<file path="config.mk">
export PLATFORM = sky130hd
export DESIGN_NAME = shift_seq_flat
export DESIGN_NICKNAME = d
export VERILOG_FILES = /design/src/rtl/shift_seq_pkg.sv /design/src/rtl/shift_seq_if.sv /design/src/rtl/shifter8.sv /design/src/rtl/shift_seq.sv /design/src/flat_wrapper.sv
export SDC_FILE = /design/constraint.sdc
export NUM_CORES = 1
export LEC_CHECK = 0
export CORE_UTILIZATION = 35
export CTS_BUF_LIST = sky130_fd_sc_hd__clkbuf_4 sky130_fd_sc_hd__clkbuf_8
export DETAILED_ROUTE_END_ITERATION = 12
export PLACE_DENSITY = 0.56
export SYNTH_ARGS = -nofsm -noshare
export SYNTH_HDL_FRONTEND = slang
export SYNTH_SLANG_ARGS = --single-unit
</file>
<file path="constraint.sdc">
create_clock -name clk -period 2.45 [get_ports clk]
set_input_delay 0.245 -clock clk [delete_from_list [all_inputs] [get_ports clk]]
set_output_delay 0.245 -clock clk [all_outputs]
set_load 0.1 [all_outputs]
</file>
<file path="src/rtl/shift_seq_pkg.sv">
// Shared constants for the shift sequencer: command and shifter op encodings,
// FSM state encoding, step limit, and the single-step shift function used by
// both the shifter datapath and the sequencer's result capture.
package shift_seq_pkg;

    localparam int DW       = 8;
    localparam int AMT_W    = 3;
    localparam int STEP_MAX = 3;

    // Requester command encodings
    localparam logic [1:0] CMD_LSL = 2'b00;
    localparam logic [1:0] CMD_LSR = 2'b01;
    localparam logic [1:0] CMD_ASR = 2'b10;
    localparam logic [1:0] CMD_RSV = 2'b11;

    // shifter8 op encodings
    localparam logic [2:0] OP_NOP  = 3'b000;
    localparam logic [2:0] OP_LOAD = 3'b001;
    localparam logic [2:0] OP_LSL  = 3'b010;
    localparam logic [2:0] OP_LSR  = 3'b011;
    localparam logic [2:0] OP_ASR  = 3'b100;

    // FSM state encoding
    typedef logic [1:0] state_t;
    localparam state_t ST_IDLE  = 2'd0;
    localparam state_t ST_LOAD  = 2'd1;
    localparam state_t ST_SHIFT = 2'd2;
    localparam state_t ST_DONE  = 2'd3;

    // Value the shifter register will hold after one edge with the given op.
    function automatic logic [DW-1:0] shift_apply(
        input logic [2:0]    op,
        input logic [DW-1:0] cur,
        input logic [DW-1:0] din,
        input logic [1:0]    shamt
    );
        logic signed [DW-1:0] cur_s;
        cur_s = $signed(cur);
        case (op)
            OP_LOAD: return din;
            OP_LSL:  return cur << shamt;
            OP_LSR:  return cur >> shamt;
            OP_ASR:  return $unsigned(cur_s >>> shamt);
            default: return cur;
        endcase
    endfunction

endpackage

</file>
<file path="src/rtl/shift_seq_if.sv">
// Request/response bundle between a requester and the shift sequencer.
// Optional macro SHIFT_SEQ_ABORT_EN adds the abort request line.
interface shift_seq_if;
    import shift_seq_pkg::*;

    logic            start;
    logic            ready;
    logic [1:0]      cmd;
    logic [AMT_W-1:0] amount;
    logic [DW-1:0]   d_in;
    logic            done;
    logic [DW-1:0]   result;
`ifdef SHIFT_SEQ_ABORT_EN
    logic            abort;
`endif

    modport master (
        output start, cmd, amount, d_in,
`ifdef SHIFT_SEQ_ABORT_EN
        output abort,
`endif
        input  ready, done, result
    );

    modport slave (
        input  start, cmd, amount, d_in,
`ifdef SHIFT_SEQ_ABORT_EN
        input  abort,
`endif
        output ready, done, result
    );

endinterface

</file>
<file path="src/rtl/shifter8.sv">
// 8-bit registered shifter: load, hold, or shift by 0..3 positions per edge.
module shifter8
    import shift_seq_pkg::*;
(
    input  logic          clk,
    input  logic          reset_n,
    input  logic [2:0]    op,
    input  logic [1:0]    shamt,
    input  logic [DW-1:0] d_in,
    output logic [DW-1:0] d_out
);

    logic [DW-1:0] d_out_d;
    logic [DW-1:0] d_out_q;

    // next register value for the requested op
    always_comb begin
        d_out_d = shift_apply(op, d_out_q, d_in, shamt);
    end

    // data register with synchronous active-low reset
    always_ff @(posedge clk) begin
        if (!reset_n) begin
            d_out_q <= '0;
        end else begin
            d_out_q <= d_out_d;
        end
    end

    assign d_out = d_out_q;

endmodule

</file>
<file path="src/rtl/shift_seq.sv">
// Multi-cycle 0..7-bit shift sequencer driving one shifter8.
// Optional macro SHIFT_SEQ_ABORT_EN enables abort of LOAD/SHIFT.
//
// state    | meaning
// ---------+-------------------------------------------------------
// IDLE     | ready=1, waiting for start; latches cmd/amount/operand
// LOAD     | shifter loads the latched operand
// SHIFT    | shifter steps by min(rem,3) until rem reaches 0
// DONE     | done pulse; result already holds the final value
module shift_seq
    import shift_seq_pkg::*;
(
    input  logic clk,
    input  logic reset_n,
    shift_seq_if.slave bus
);

    state_t           state_d, state_q;
    logic [AMT_W-1:0] rem_d, rem_q;
    logic [1:0]       cmd_d, cmd_q;
    logic [DW-1:0]    opnd_d, opnd_q;
    logic [DW-1:0]    result_d, result_q;

    logic [2:0]       sh_op;
    logic [1:0]       sh_amt;
    logic [1:0]       step;
    logic [DW-1:0]    sh_dout;
    logic             abort_w;

`ifdef SHIFT_SEQ_ABORT_EN
    assign abort_w = bus.abort;
`else
    assign abort_w = 1'b0;
`endif

    // largest step the shifter can take toward the remaining count
    assign step = (rem_q > AMT_W'(STEP_MAX)) ? 2'(STEP_MAX) : rem_q[1:0];

    // FSM next-state, step counter and shifter control
    always_comb begin
        state_d  = state_q;
        rem_d    = rem_q;
        cmd_d    = cmd_q;
        opnd_d   = opnd_q;
        result_d = result_q;
        sh_op    = OP_NOP;
        sh_amt   = 2'd0;

        case (state_q)
            ST_IDLE: begin
                if (bus.start) begin
                    cmd_d   = bus.cmd;
                    opnd_d  = bus.d_in;
                    // reserved command passes the operand through unshifted
                    rem_d   = (bus.cmd == CMD_RSV) ? '0 : bus.amount;
                    state_d = ST_LOAD;
                end
            end
            ST_LOAD: begin
                sh_op   = OP_LOAD;
                state_d = (rem_q != '0) ? ST_SHIFT : ST_DONE;
            end
            ST_SHIFT: begin
                case (cmd_q)
                    CMD_LSL: sh_op = OP_LSL;
                    CMD_LSR: sh_op = OP_LSR;
                    CMD_ASR: sh_op = OP_ASR;
                    default: sh_op = OP_NOP;
                endcase
                sh_amt = step;
                rem_d  = rem_q - AMT_W'(step);
                if (rem_d == '0) begin
                    state_d = ST_DONE;
                end
            end
            default: begin
                state_d = ST_IDLE;
            end
        endcase

        if (abort_w && (state_q == ST_LOAD || state_q == ST_SHIFT)) begin
            state_d = ST_IDLE;
            sh_op   = OP_NOP;
            sh_amt  = 2'd0;
            rem_d   = '0;
        end

        // capture what the shifter will hold after this edge so result and
        // done become visible in the same cycle
        if (state_d == ST_DONE && state_q != ST_DONE) begin
            result_d = shift_apply(sh_op, sh_dout, opnd_q, sh_amt);
        end
    end

    // state and datapath registers with synchronous active-low reset
    always_ff @(posedge clk) begin
        if (!reset_n) begin
            state_q  <= ST_IDLE;
            rem_q    <= '0;
            cmd_q    <= CMD_LSL;
            opnd_q   <= '0;
            result_q <= '0;
        end else begin
            state_q  <= state_d;
            rem_q    <= rem_d;
            cmd_q    <= cmd_d;
            opnd_q   <= opnd_d;
            result_q <= result_d;
        end
    end

    shifter8 u_shifter (
        .clk     (clk),
        .reset_n (reset_n),
        .op      (sh_op),
        .shamt   (sh_amt),
        .d_in    (opnd_q),
        .d_out   (sh_dout)
    );

    assign bus.ready  = (state_q == ST_IDLE);
    assign bus.done   = (state_q == ST_DONE);
    assign bus.result = result_q;

endmodule

</file>
<file path="src/flat_wrapper.sv">
// flat-port wrapper written by rule: the top's interface ports become plain ports
module shift_seq_flat import shift_seq_pkg::*;
  (clk, reset_n, bus_start, bus_cmd, bus_amount, bus_d_in, bus_ready, bus_done, bus_result);
  shift_seq_if bus_i ();
  input  logic clk;
  input  logic reset_n;
  input wire logic [$bits(bus_i.start)-1:0] bus_start;
  input wire logic [$bits(bus_i.cmd)-1:0] bus_cmd;
  input wire logic [$bits(bus_i.amount)-1:0] bus_amount;
  input wire logic [$bits(bus_i.d_in)-1:0] bus_d_in;
  output wire logic [$bits(bus_i.ready)-1:0] bus_ready;
  output wire logic [$bits(bus_i.done)-1:0] bus_done;
  output wire logic [$bits(bus_i.result)-1:0] bus_result;
  assign bus_i.start = bus_start;
  assign bus_i.cmd = bus_cmd;
  assign bus_i.amount = bus_amount;
  assign bus_i.d_in = bus_d_in;
  assign bus_ready = bus_i.ready;
  assign bus_done = bus_i.done;
  assign bus_result = bus_i.result;
  shift_seq u_core (.clk(clk), .reset_n(reset_n), .bus(bus_i));
endmodule
</file>
==> flow_metrics.tcl <==
set metrics [dict create \
    fraction_of_layout_cells_with_a_size_suffix_above_1_pct 15.0 \
    synth_common_cells "sky130_fd_sc_hd__nand2_1, sky130_fd_sc_hd__dfxtp_1, sky130_fd_sc_hd__a21oi_1" \
    synth_enable_flop_cells 0 \
    setup_ws_ns 0.210 \
    report.final.setup_viol 0 \
    library_cell_with_the_highest_instance_count_after_synthesis "sky130_fd_sc_hd__nand2_1" \
    switching_part_of_the_total_power_pct 53.0 \
    vias_per_cell 5.60 \
    die_height_um 77.6 \
    cts.clk_slew.worst_paths_ns 0.07 \
    final-instance-count-excl-fill 352 \
    antenna_found_initial 0 \
    io_pins 26 \
    critPathCaptureType "flip-flop" \
    design_internal_power_mw 1.65 \
    numClockSinks 31 \
    ys_top_cells_by_area "sky130_fd_sc_hd__dfxtp_1, sky130_fd_sc_hd__nand2_1, sky130_fd_sc_hd__a21oi_1" \
    worst_skew_pair.late_latency_ns 0.28 \
    core_region_area_um2 5510 \
    start_kind "flip-flop" \
    grt_util_all_layers_pct 19.9 \
    synth_largest_type_area_fraction_pct 31.0 \
    worstReg2RegStart "u_core.state_q[0]$_SDFF_PN0_" \
    placed_cells_incl_taps 345 \
    initial_utilization_pct 36.3 \
    place_worst_setup_slack_ns 0.120 \
    power_density_nw_per_um2 1460 \
    floorplan.die_area_um2 6020 \
    finalHoldViolCount 0 \
    area_growth_syn_to_layout_pct 20.4 \
    place_congestion 0.876 \
    crit_type "reg2reg" \
    yosys_register_bits 31 \
    cp_top_family "compound AO/OA/AOI/OAI gates" \
    cts-root-to-sink-buffers 2 \
    finish.net_count 302 \
    unrepaired_setup_endpoints_after_global_routing "false" \
    cp_max_fanout 6 \
    cap_viol_max_count 0 \
    clkPwrFrac_pct 11.7 \
    starting_drt_drc_count 136 \
    global_route.overflow_total 0 \
    cts_repair_resize_count 0 \
    yosysSeqAreaShare_pct 31.0 \
    timing.final.crit_share_pct 91.4 \
    cp_launch_point "u_core.state_q[0]$_SDFF_PN0_" \
    share_comb_of_total_power_pct 63.3 \
    asyncSetResetFlopFracSynth_pct 0 \
    yosys_warning_count 0 \
    cellLeakagePower_nw 0.913 \
    grt_pass1_wl_um 9340 \
    outcome "completed" \
    worst_min_path_start "u_core.opnd_q[2]$_SDFFE_PN0P_" \
    mappedNetlistNets 277 \
    cts-buffers-inserted 5 \
    post_synth.cell_area_avg_um2 7.84 \
    holdBufCountCts 0 \
    finalWorstPathRequiredPeriod_ns 2.24 \
    grt_pass1_vias 1836 \
    synthesis.instances 255 \
    cp.arrival_ns 2.40 \
    clk_root_buffer_cell "sky130_fd_sc_hd__clkbuf_8" \
    num_antenna_cells 0 \
    power.share.sequential_pct 25.0 \
    total_switching_power_mw 1.86 \
    max_stage_delay_ns 0.55 \
    data_required_time_of_the_critical_path_ns 2.61 \
    tritoncts "yes" \
    worst_pin_slew_ns 0.716 \
    drcViolationCount 0 \
    drt_wl_total_um 5440 \
    fin_tns_setup_ns 0 \
    timing.hold.worst.class "reg2reg" \
    path_cells "inv_1 -> ha_1 -> o21ai_2 -> mux4_2 -> and2_4 -> a2111oi_2 -> o31ai_1" \
    relSlewSlack_pct 51.8 \
    achievable-frequency_mhz 446 \
    timing.clock.skew_ns 0.00570 \
    die_width_um 77.6 \
    final_core_util_pct 43.7 \
    detailed_place_hpwl_um 4090 \
    critical_path.n_buffers_inverters 1 \
    num_rows 27 \
    ant_nets 0 \
    grt_start_max_net_pins 28 \
    synth_largest_area_cell "sky130_fd_sc_hd__dfxtp_1" \
    htreeDepth 2 \
    finalMaxSlewViolations 0 \
    cts_setup_buffers 0 \
    max-vdd-ir-drop_mv 0.481 \
    drt_pass1_iterations 4 \
    yosys_most_used_dff "sky130_fd_sc_hd__dfxtp_1" \
    port_buffers 25 \
    total_number_of_vias 1971 \
    drt-wirelength-per-cell_um 15.5 \
    synth.cell_area_um2 2000 \
    slowest_stage "sky130_fd_sc_hd__mux4_2" \
    ys_types 59 \
]
## state kept, by name, indices dropped and copies added (netlist names)
signal / cells
u_core.bus.result: 8
u_core.cmd_q: 2
u_core.opnd_q: 8
u_core.rem_q: 3
u_core.state_q: 2
u_core.u_shifter.d_out: 8
## metal layers
layer	routed length (um)	GRT usage, %	up-vias	part of all wire (%)
li1	-	-	994	-
met1	2650	27.7	913	49
met2	2390	29.2	51	44
met3	229	4.00	13	4.2
met4	167	9.43	0	3.1
met5	0	0	-	0
## power by group through the flow
stage	Clock, mW	Combinational [mW]	Sequential, mW
floorplan	0	1.41	1.16
global placement	0	2.22	0.883
detailed placement	0	2.19	0.883
CTS	0.420	2.20	0.873
global route	0.451	2.43	0.906
finish	0.409	2.22	0.877
## through the flow
stage,power (mW),cell area (um2),hold WS [ns]
after floorplan,2.58,2000,0.381
after global placement,3.10,2310,0.440
after detailed placement,3.08,2310,0.449
after CTS,3.50,2400,0.458
after global routing,3.79,2410,0.478
final,3.51,2410,0.455
## tightest hold or removal path, stage by stage, from the launching register on
cell and delay, ns:
sky130_fd_sc_hd__dfxtp_1 0.31, sky130_fd_sc_hd__nand2_1 0.05, sky130_fd_sc_hd__a21oi_1 0.05
## cell usage in the layout, fill, tap and decap left out, types with 2 or more instances in the layout
cell type                         Yosys  routed
sky130_fd_sc_hd__a21oi_1             21      21
sky130_fd_sc_hd__or4_1                2       2
sky130_fd_sc_hd__clkbuf_8             0       6
sky130_fd_sc_hd__o221ai_1             4       4
sky130_fd_sc_hd__a211oi_1             4       4
sky130_fd_sc_hd__nand4_1              2       2
sky130_fd_sc_hd__o31a_1               2       2
sky130_fd_sc_hd__o31ai_1              5       5
sky130_fd_sc_hd__o211ai_1             2       2
sky130_fd_sc_hd__inv_1                9       9
sky130_fd_sc_hd__nand2b_1             5       5
sky130_fd_sc_hd__nor3_1               5       5
sky130_fd_sc_hd__nand2_1             37      37
sky130_fd_sc_hd__o21ai_0             18      18
sky130_fd_sc_hd__mux2i_1              7       7
sky130_fd_sc_hd__ha_1                 6       5
sky130_fd_sc_hd__nor2_1              13      13
sky130_fd_sc_hd__buf_4                3      22
sky130_fd_sc_hd__a31o_2               2       2
sky130_fd_sc_hd__dfxtp_1             31      30
sky130_fd_sc_hd__or3_1                5       5
sky130_fd_sc_hd__and2_1               3       3
sky130_fd_sc_hd__a221oi_1             6       5
sky130_fd_sc_hd__nand3b_1             2       2
sky130_fd_sc_hd__nor2b_1              3       3
sky130_fd_sc_hd__o21bai_1             2       2
sky130_fd_sc_hd__o21a_1               4       4
sky130_fd_sc_hd__o22ai_1              6       6
sky130_fd_sc_hd__nand3_1              4       4
sky130_fd_sc_hd__clkdlybuf4s50_1      0      15
## logic make-up after synthesis
| kind of cell | Yosys count | synth area share (%) |
|---|---|---|
| compound gates | 92 | 32.0 |
| simple gates | 89 | 21.9 |
| flops | 31 | 31.0 |
| buf+inv | 29 | 6.63 |
| mux | 8 | 4.63 |
| fa+ha+maj | 6 | 3.75 |
## worst paths after layout
| kind | end | slack, ns | cells past startpoint |
|---|---|---|---|
| max | u_core.bus.result[6]$_SDFFE_PN0P_ | 0.21 | 7 |
| min | u_core.opnd_q[2]$_SDFFE_PN0P_ | 0.45 | 2 |
| max reg2reg | u_core.bus.result[6]$_SDFFE_PN0P_ | 0.21 | 7 |
| min reg2reg | u_core.opnd_q[2]$_SDFFE_PN0P_ | 0.45 | 2 |
## cell type report
type                       instances  area [um2]
clock buffer                       6        82.6
clock inverter                     1        5.00
fill                             580        3100
inverter                          10        37.5
multi-input combinational        195        1250
sequential                        31         622
tap                               72        90.1
timing repair buffer              37         315
No activity file was read; power rests on OpenSTA's default activity.
